==> src/rtl/spi_pkg.sv <==
// ============================================================================
//  Module   : spi_pkg
//  Purpose  : Shared constants for the SPI arbiter: default parameters,
//             timeout counter width and FSM state encoding.
//  Revision : 1.0 - initial release
// ============================================================================
`default_nettype none

package spi_pkg;

  // Default SPI word width and wait-state timeout (cycles)
  localparam int DEF_DWIDTH  = 8;
  localparam int DEF_TIMEOUT = 255;

  // Timeout counter is wide enough for the largest legal TIMEOUT (65535)
  localparam int CNT_W = 16;

  // Arbiter FSM encoding; CAPTURE spans two states (read strobe, then rvalid)
  localparam logic [2:0] ST_IDLE      = 3'd0;
  localparam logic [2:0] ST_ISSUE     = 3'd1;
  localparam logic [2:0] ST_WAIT_BUSY = 3'd2;
  localparam logic [2:0] ST_WAIT_DONE = 3'd3;
  localparam logic [2:0] ST_CAPTURE   = 3'd4;
  localparam logic [2:0] ST_CAP_RV    = 3'd5;
  localparam logic [2:0] ST_ABORT     = 3'd6;

endpackage

`default_nettype wire

==> src/rtl/spi_rr2.sv <==
// ============================================================================
//  Module   : spi_rr2
//  Purpose  : Two-input combinational round-robin selector. A lone request
//             always wins; on contention the requester named by i_prio wins.
//  Revision : 1.0 - initial release
// ============================================================================
`default_nettype none

module spi_rr2 (
  input  logic [1:0] i_req,
  input  logic       i_prio,
  output logic [1:0] o_gnt,
  output logic       o_idx
);

  // Pick one requester, one-hot grant plus its index
  always_comb begin
    o_gnt = 2'b00;
    o_idx = 1'b0;
    case (i_req)
      2'b01: begin
        o_gnt = 2'b01;
        o_idx = 1'b0;
      end
      2'b10: begin
        o_gnt = 2'b10;
        o_idx = 1'b1;
      end
      2'b11: begin
        if (i_prio) begin
          o_gnt = 2'b10;
          o_idx = 1'b1;
        end else begin
          o_gnt = 2'b01;
          o_idx = 1'b0;
        end
      end
      default: begin
        o_gnt = 2'b00;
        o_idx = 1'b0;
      end
    endcase
  end

endmodule

`default_nettype wire

==> src/rtl/spi_arb.sv <==
// ============================================================================
//  Module   : spi_arb
//  Purpose  : Two-requester round-robin arbiter in front of a single SPI
//             core. Issues one write per transaction, waits for the core to
//             go busy and then idle again (each wait bounded by TIMEOUT),
//             reads the received word back and returns it to the winner.
//  Revision : 1.0 - initial release
// ============================================================================
`default_nettype none

module spi_arb
  import spi_pkg::*;
#(
  parameter int DWIDTH  = DEF_DWIDTH,
  parameter int TIMEOUT = DEF_TIMEOUT
) (
  input  logic              clk,
  input  logic              rst_n,
  input  logic [1:0]        req,
  input  logic [DWIDTH-1:0] wdata0,
  input  logic [DWIDTH-1:0] wdata1,
  output logic [1:0]        gnt,
  output logic [DWIDTH-1:0] rdata,
  output logic [1:0]        rvalid,
  output logic [1:0]        err,
  output logic              spi_cs,
  output logic              spi_wr,
  output logic              spi_rd,
  output logic [DWIDTH-1:0] spi_din,
  input  logic [DWIDTH-1:0] spi_dout,
  input  logic              spi_done
);

  localparam logic [CNT_W-1:0] c_timeout_load = CNT_W'(TIMEOUT);

  logic [2:0]        r_state;
  logic [1:0]        r_gnt;
  logic              r_gidx;   // index of the current winner
  logic              r_prio;   // requester favoured on the next contention
  logic [CNT_W-1:0]  r_cnt;
  logic [DWIDTH-1:0] r_din;
  logic [DWIDTH-1:0] r_rdata;
  logic              r_ready;  // blocks a grant on the first edge after reset

  logic [1:0]        w_rr_gnt;
  logic              w_rr_idx;
  logic [CNT_W-1:0]  w_cnt_dec;

  spi_rr2 u_rr (
    .i_req  (req),
    .i_prio (r_prio),
    .o_gnt  (w_rr_gnt),
    .o_idx  (w_rr_idx)
  );

  assign w_cnt_dec = r_cnt - {{(CNT_W-1){1'b0}}, 1'b1};

  // Transaction sequencer: grant, issue, bounded waits, capture or abort
  always_ff @(posedge clk or negedge rst_n) begin
    if (!rst_n) begin
      r_state <= ST_IDLE;
      r_gnt   <= 2'b00;
      r_gidx  <= 1'b0;
      r_prio  <= 1'b0;
      r_cnt   <= '0;
      r_din   <= '0;
      r_rdata <= '0;
      r_ready <= 1'b0;
    end else begin
      r_ready <= 1'b1;
      case (r_state)
        ST_IDLE: begin
          if (r_ready && spi_done && (req != 2'b00)) begin
            r_gnt   <= w_rr_gnt;
            r_gidx  <= w_rr_idx;
            r_din   <= w_rr_idx ? wdata1 : wdata0;
            r_state <= ST_ISSUE;
          end
        end
        ST_ISSUE: begin
          // The write is only strobed while the core is idle; a core that
          // went busy on its own is treated as a failed transaction.
          if (spi_done) begin
            r_cnt   <= c_timeout_load;
            r_state <= ST_WAIT_BUSY;
          end else begin
            r_state <= ST_ABORT;
          end
        end
        ST_WAIT_BUSY: begin
          if (!spi_done) begin
            r_cnt   <= c_timeout_load;
            r_state <= ST_WAIT_DONE;
          end else begin
            r_cnt <= w_cnt_dec;
            if (w_cnt_dec == '0) begin
              r_state <= ST_ABORT;
            end
          end
        end
        ST_WAIT_DONE: begin
          if (spi_done) begin
            r_state <= ST_CAPTURE;
          end else begin
            r_cnt <= w_cnt_dec;
            if (w_cnt_dec == '0) begin
              r_state <= ST_ABORT;
            end
          end
        end
        ST_CAPTURE: begin
          r_rdata <= spi_dout;
          r_state <= ST_CAP_RV;
        end
        ST_CAP_RV: begin
          r_gnt   <= 2'b00;
          r_prio  <= ~r_gidx;
          r_state <= ST_IDLE;
        end
        ST_ABORT: begin
          r_gnt   <= 2'b00;
          r_prio  <= ~r_gidx;
          r_state <= ST_IDLE;
        end
        default: begin
          r_gnt   <= 2'b00;
          r_state <= ST_IDLE;
        end
      endcase
    end
  end

  // Strobes and pulses decode straight from state so reset clears them at once
  assign gnt     = r_gnt;
  assign spi_din = r_din;
  assign rdata   = r_rdata;
  assign spi_cs  = (r_state == ST_ISSUE) && spi_done;
  assign spi_wr  = (r_state == ST_ISSUE) && spi_done;
  assign spi_rd  = (r_state == ST_CAPTURE);
  assign rvalid  = (r_state == ST_CAP_RV) ? r_gnt : 2'b00;
  assign err     = (r_state == ST_ABORT)  ? r_gnt : 2'b00;

endmodule

`default_nettype wire
==> config.mk <==
export PLATFORM = sky130hd
export DESIGN_NAME = spi_arb
export DESIGN_NICKNAME = d
export VERILOG_FILES = /design/src/rtl/spi_pkg.sv /design/src/rtl/spi_rr2.sv /design/src/rtl/spi_arb.sv
export SDC_FILE = /design/constraint.sdc
export NUM_CORES = 1
export LEC_CHECK = 0
export BUFFER_PORTS_ARGS = -buffer_cell sky130_fd_sc_hd__buf_2
export CELL_PAD_IN_SITES_DETAIL_PLACEMENT = 1
export CELL_PAD_IN_SITES_GLOBAL_PLACEMENT = 2
export CORE_ASPECT_RATIO = 1.4
export CORE_MARGIN = 2
export CORE_UTILIZATION = 29
export DETAILED_ROUTE_END_ITERATION = 10
export GPL_ROUTABILITY_DRIVEN = 1
export GPL_TIMING_DRIVEN = 0
export PLACE_DENSITY_LB_ADDON = 0.1
export SLEW_MARGIN = 0
export SYNTH_ARGS = -nofsm -noshare
export SYNTH_HDL_FRONTEND = slang
export SYNTH_SLANG_ARGS = --single-unit
==> constraint.sdc <==
create_clock -name clk -period 2 [get_ports clk]
set_clock_uncertainty 0.05 [all_clocks]
set_input_delay 0 -clock clk [delete_from_list [all_inputs] [get_ports clk]]
set_output_delay 0 -clock clk [all_outputs]
set_load 0.01 [all_outputs]
### Word level (Yosys, flattened, before mapping)

Cells that the tools add are included.

* word-level logic and storage cells: 54
* bits in registers: 40
* output and inout port bits: 25
* bits of input ports: 29

* eq/ne operators: 12
* bitwise operators: 2
* muxes and demuxes: 19
* add/sub/neg operators: 1
* reduce and logical (&&, ||, !) cells: 12

Operators by type and width (number)
* 2-to-1 mux 16 bit: 3
* one-hot mux 16 bit (3 select lines): 1
* zero test 16 bit: 1
* subtractor 16 x 1 -> 16 bit (second input constant): 1
* 2-to-1 mux 3 bit: 5
* one-hot mux 3 bit (5 select lines): 1
* equality test 3 bit (second input constant): 3
* 2-to-1 mux 2 bit: 4
* 2-to-1 mux 8 bit: 1
* equality test 3 x 2 -> 1 bit (second input constant): 2
* != test 2 bit (second input constant): 3
* one-hot mux 2 bit (3 select lines): 1
* equality test 2 bit (second input constant): 2
* one-hot mux 2 bit (2 select lines): 1
* AND reduction 2 bit: 2
* OR reduction 4 bit: 1
* equality test 3 x 1 -> 1 bit (second input constant): 1
* logical AND 1 bit: 3
* zero test 3 bit: 1
* AND reduction 3 bit: 1
* nonzero test 3 bit: 1
* equality test 2 x 1 -> 1 bit (second input constant): 1
* inverter 1 bit: 2
* one-hot mux 1 bit (2 select lines): 1
* other kinds (3): 3

### Longest topological paths before layout

* word-level depth: 5
* mapped depth: 8
* gate-level depth less buffers: 8

### Cells and area by module

A second synthesis with hierarchy kept.

* cell total of the unflattened synthesis: 248
* area, all modules: 2299.7 µm²

Modules (own cells, without submodules)
* spi_arb: sequential area each 1001.0 µm², area an instance 2273.4 µm², cells an instance 244, instances 1
* spi_rr2: sequential area each 0.0 µm², area an instance 26.3 µm², cells an instance 4, instances 1

### Worst setup path before layout

OpenSTA, ideal clock, no wires.

* path type: flip-flop to flip-flop
* start point: reg r_cnt[0]
* end point: reg r_state[2]
* clock period less this slack: 2.157 ns
* cell stages (with the launch flop): 9
* buffers on the path: 0
* setup time: 0.065 ns
* path slack: -0.157 ns
* arrival time: 2.042 ns
* path through: dfrtp_1 inv_1 ha_1 nor3b_1 nand3_2 a2111oi_4 o221ai_2 a2111o_1 nand2_1

* word-level cells in the longest chain between the ends: 5

Ends and longest elaborated chain
* start: declaration: line spi_arb.sv:40 `logic [CNT_W-1:0] r_cnt;`
* start signal: assignment: line spi_arb.sv:84 `r_cnt <= c_timeout_load;`
* start signal: assignment: line spi_arb.sv:92 `r_cnt <= c_timeout_load;`
* start signal: assignment: line spi_arb.sv:95 `r_cnt <= w_cnt_dec;`
* subtractor 16 x 1 -> 16 bit (*): line spi_arb.sv:56 `assign w_cnt_dec = r_cnt - {{(CNT_W-1){1'b0}}, 1'b1};`
* zero test 16 bit (*): line spi_arb.sv:96, spi_arb.sv:106
* 2-to-1 mux 3 bit (*)
* 2-to-1 mux 3 bit (on tied branches)
* one-hot mux 3 bit (5 select lines) (*)
* end signal: assignment: line spi_arb.sv:97 `r_state <= ST_ABORT;`
* end signal: assignment: line spi_arb.sv:103 `r_state <= ST_CAPTURE;`
* end signal: assignment: line spi_arb.sv:107 `r_state <= ST_ABORT;`
* end: declaration: line spi_arb.sv:36 `logic [2:0] r_state;`

Mark *: on every way between the ends. The rest lies on a longest branch, timed or not.
A chain may end at the register's enable or synchronous reset.

### Worst setup path in the final report

* start point: reg r_cnt[4]
* end point: reg r_state[2]

Same word-level chain as after synthesis.

==> results.cfg <==
[power_and_ir_drop]
switchingPower_w = 0.00130
p_leak_nw = 1.44
max-vdd-ir-drop_mv = 0.518
pwr_density_cell_nw_per_um2 = 1050
pwr-share-comb_pct = 45.4
switching_share_pct = 39.3
p_clk_share_pct = 18.3
p_int_w = 0.00201
power.share.sequential_pct = 36.3

[routing]
routed_via_density = 4.83
wl_met1_um = 2590
top_layer = met4
routed-wl-met2_um = 3660
drt-total-wl_um = 6550
dr.pass1.iters = 4
route.detailed.drc = 0
first_iter_violations = 50
vias = 2091
final_antenna_net_count = 0
wire_per_inst_um = 15.1
met3_wirelength_um = 226

[yosys]
synth_area_leader_cell = dfrtp_1
post-synth-top-count-cell = dfrtp_1
ys.flop_type = dfrtp_1
synth_area_per_cell_sq_um = 9.30
syn_nets = 267
ys_async_sr_fraction_pct = 100
synth_common_cells = 40 x dfrtp_1, 35 x nand2_1, 25 x nor2_1
yosys_warnings = 0
synth_area_leaders = dfrtp_1 46%, nand2_1 6.0%, o21ai_0 4.8%
synth-seq-cells = 40
syn_area_sq_um = 2200
seq_area_frac_synth_pct = 45.6
ys_types = 50
synth_top_area_share_pct = 45.6
synth_edf_count = 0
syn_inst = 236

[sta]
finalCriticalPeriod_ns = 2.04
timing.hold.ws_ns = 0.0567
report.final.slew_viol_count = 0
worstMarginPinSlew_ns = 0.967
rsz0062_at_grt = true
min_period_over_period_pct = 102
slew_headroom_pct = 35.5
finalHoldViolations = 0
setup_ws_ns = -0.0370
fmax_mhz = 491
setup_viol = 1

[worst_setup_path]
crit_path_top_delay_cell = dfrtp_2
start_kind = flop
cp_max_fo = 7
endpoint_kind = flop
critPathKind = reg2reg
ff2ff_path_depth = 7
path_cells = nor4_4 -> buf_4 -> nand3_2 -> a2111oi_4 -> o221ai_2 -> a2111o_1 -> nand2_1
max_stage_delay_ns = 0.47
crit_arrival_ns = 2.23
required_ns = 2.19

[finish]
antenna_cells = 0
layout-drive-gt1-share_pct = 33.9
syn_to_final_growth_pct = 43.3
nNetsFinal = 367
fin_util_pct = 42.8

[place]
portBuffers = 53
place_congestion = 0.697
hpwl_um = 4400

[clock_tree]
cts_buffers = 5
tritoncts = yes
numClockSinks = 40
h-tree-depth = 2
clk_pin_slew_worst_paths_ns = 0.08
clk_root_buffer_cell = clkbuf_8
clkLatencyLatePin_ns = 0.29
clockBufferDepth = 2

[run_status]
status = complete, but fails checks
violations = negative setup slack

[min_path]
hp-class = in2reg
min_path_cells = 4

[global_routing]
grt_max_degree = 41
gr-total-overflow = 0
grt_pass1_wl_um = 11000
grt_pass1_vias = 2272
track_usage_pct = 17.0
antenna_found_initial = 0

[die]
core-area_sq_um = 7360
initial_utilization_pct = 29.8
die_height_um = 107
dieArea_sq_um = 8290
fp-row-count = 37
pin_count = 54
die_w_um = 77.5

[run]
maxCapViolCount = 0
==> placed cells by master (no fill, tap or decap), types with 3 or more instances in the layout <==
master	n
buf_2	54
dfrtp_1	38
nand2_1	35
dlygate4sd3_1	27
nor2_1	24
o21ai_0	21
buf_4	18
a21oi_1	15
mux2i_1	10
mux2_2	8
clkbuf_8	7
clkbuf_1	4
nor2b_1	4
and3_1	4
inv_1	4
and2_1	3
nor3_1	3
xor2_1	3
o31ai_1	3
a31oi_1	3
==> power groups by stage <==
| stage | clock [W] | combinational [W] | sequential (W) |
|---|---|---|---|
| 6_report | 0.000606 | 0.00150 | 0.00120 |
| 2_1_floorplan | 0 | 0.000796 | 0.00129 |
| 5_1_grt | 0.000659 | 0.00170 | 0.00124 |
| 3_5_place_dp | 0 | 0.00138 | 0.00122 |
| 3_3_place_gp | 0 | 0.00137 | 0.00121 |
| 4_1_cts | 0.000623 | 0.00151 | 0.00120 |
==> final timing paths <==
kind / start / slack (ns) / endpoint
min in group asynchronous: rst_n / 0.34 / r_cnt[2]
setup / recovery: r_cnt[4] / -0.04 / r_state[2]
hold reg to reg: r_gidx / 0.42 / r_prio
hold / removal: spi_done / 0.06 / r_state[0]
max in group asynchronous: rst_n / 0.89 / r_cnt[4]
setup reg to reg: r_cnt[4] / -0.04 / r_state[2]
==> routing by layer <==
metal,vias up,global-route usage [%]
met5,-,0
met4,0,5.74
met3,6,3.28
met2,37,32.0
met1,1034,18.8
li1,1014,-
==> logic make-up (layout without fill, tap and decap cells) <==
group | count (synthesis) | after routing | share of synthesized area (%)
AO/OA/AOI/OAI | 54 | 54 | 15.8
XOR/XNOR | 4 | 4 | 1.60
adder cells (fa/ha/maj) | 2 | 2 | 1.14
buffers and inverters | 21 | 121 | 4.84
flip-flops | 40 | 40 | 45.6
multiplexers | 18 | 18 | 8.66
other | 1 | 1 | 0.171
AND/OR/NAND/NOR | 96 | 96 | 22.2
==> state kept, by name, summed over array words and instances, names as in the netlist <==
register	cells
r_cnt	16
rdata	8
spi_din	8
r_state	3
gnt	2
r_gidx	1
r_prio	1
r_ready	1
==> worst max-delay path: cells and delay by family, from the launching register on <==
| kind | cells | cell delay [ns] |
|---|---|---|
| AO/OA/AOI/OAI | 3 | 0.86 |
| flip-flops | 1 | 0.47 |
| AND/OR/NAND/NOR | 3 | 0.42 |
| buffers and inverters | 1 | 0.18 |
==> stage by stage <==
step	worst slack (ns)	instance area, sq um	instances	total power (W)	setup TNS, ns
floorplan	0.0133	2210	236	0.00209	0
global placement	-0.302	2600	386	0.00258	-1.18
detailed placement	-0.302	2600	386	0.00260	-0.982
CTS	-0.0833	3070	429	0.00334	-0.153
global route	-0.154	3150	433	0.00360	-0.218
finish	-0.0370	3150	433	0.00331	-0.0370
==> timing repair <==
action,in CTS,in global routing
hold buffers,27,0
endpoints found under the setup margin,13,11
gates resized for setup,11,12
hold endpoints to repair,57,0
pin swaps,7,5
buffers inserted,9,4
==> layout make-up <==
class | count | area, sq um
plain buffers | 15 | 93.8
clock buffers | 7 | 96.3
fillers | 854 | 4210
inverters | 6 | 22.5
multi-input cells | 175 | 1180
flip-flops and latches | 40 | 1000
well taps | 97 | 121
repair buffers | 93 | 633
(Power assumes the default switching activity.)
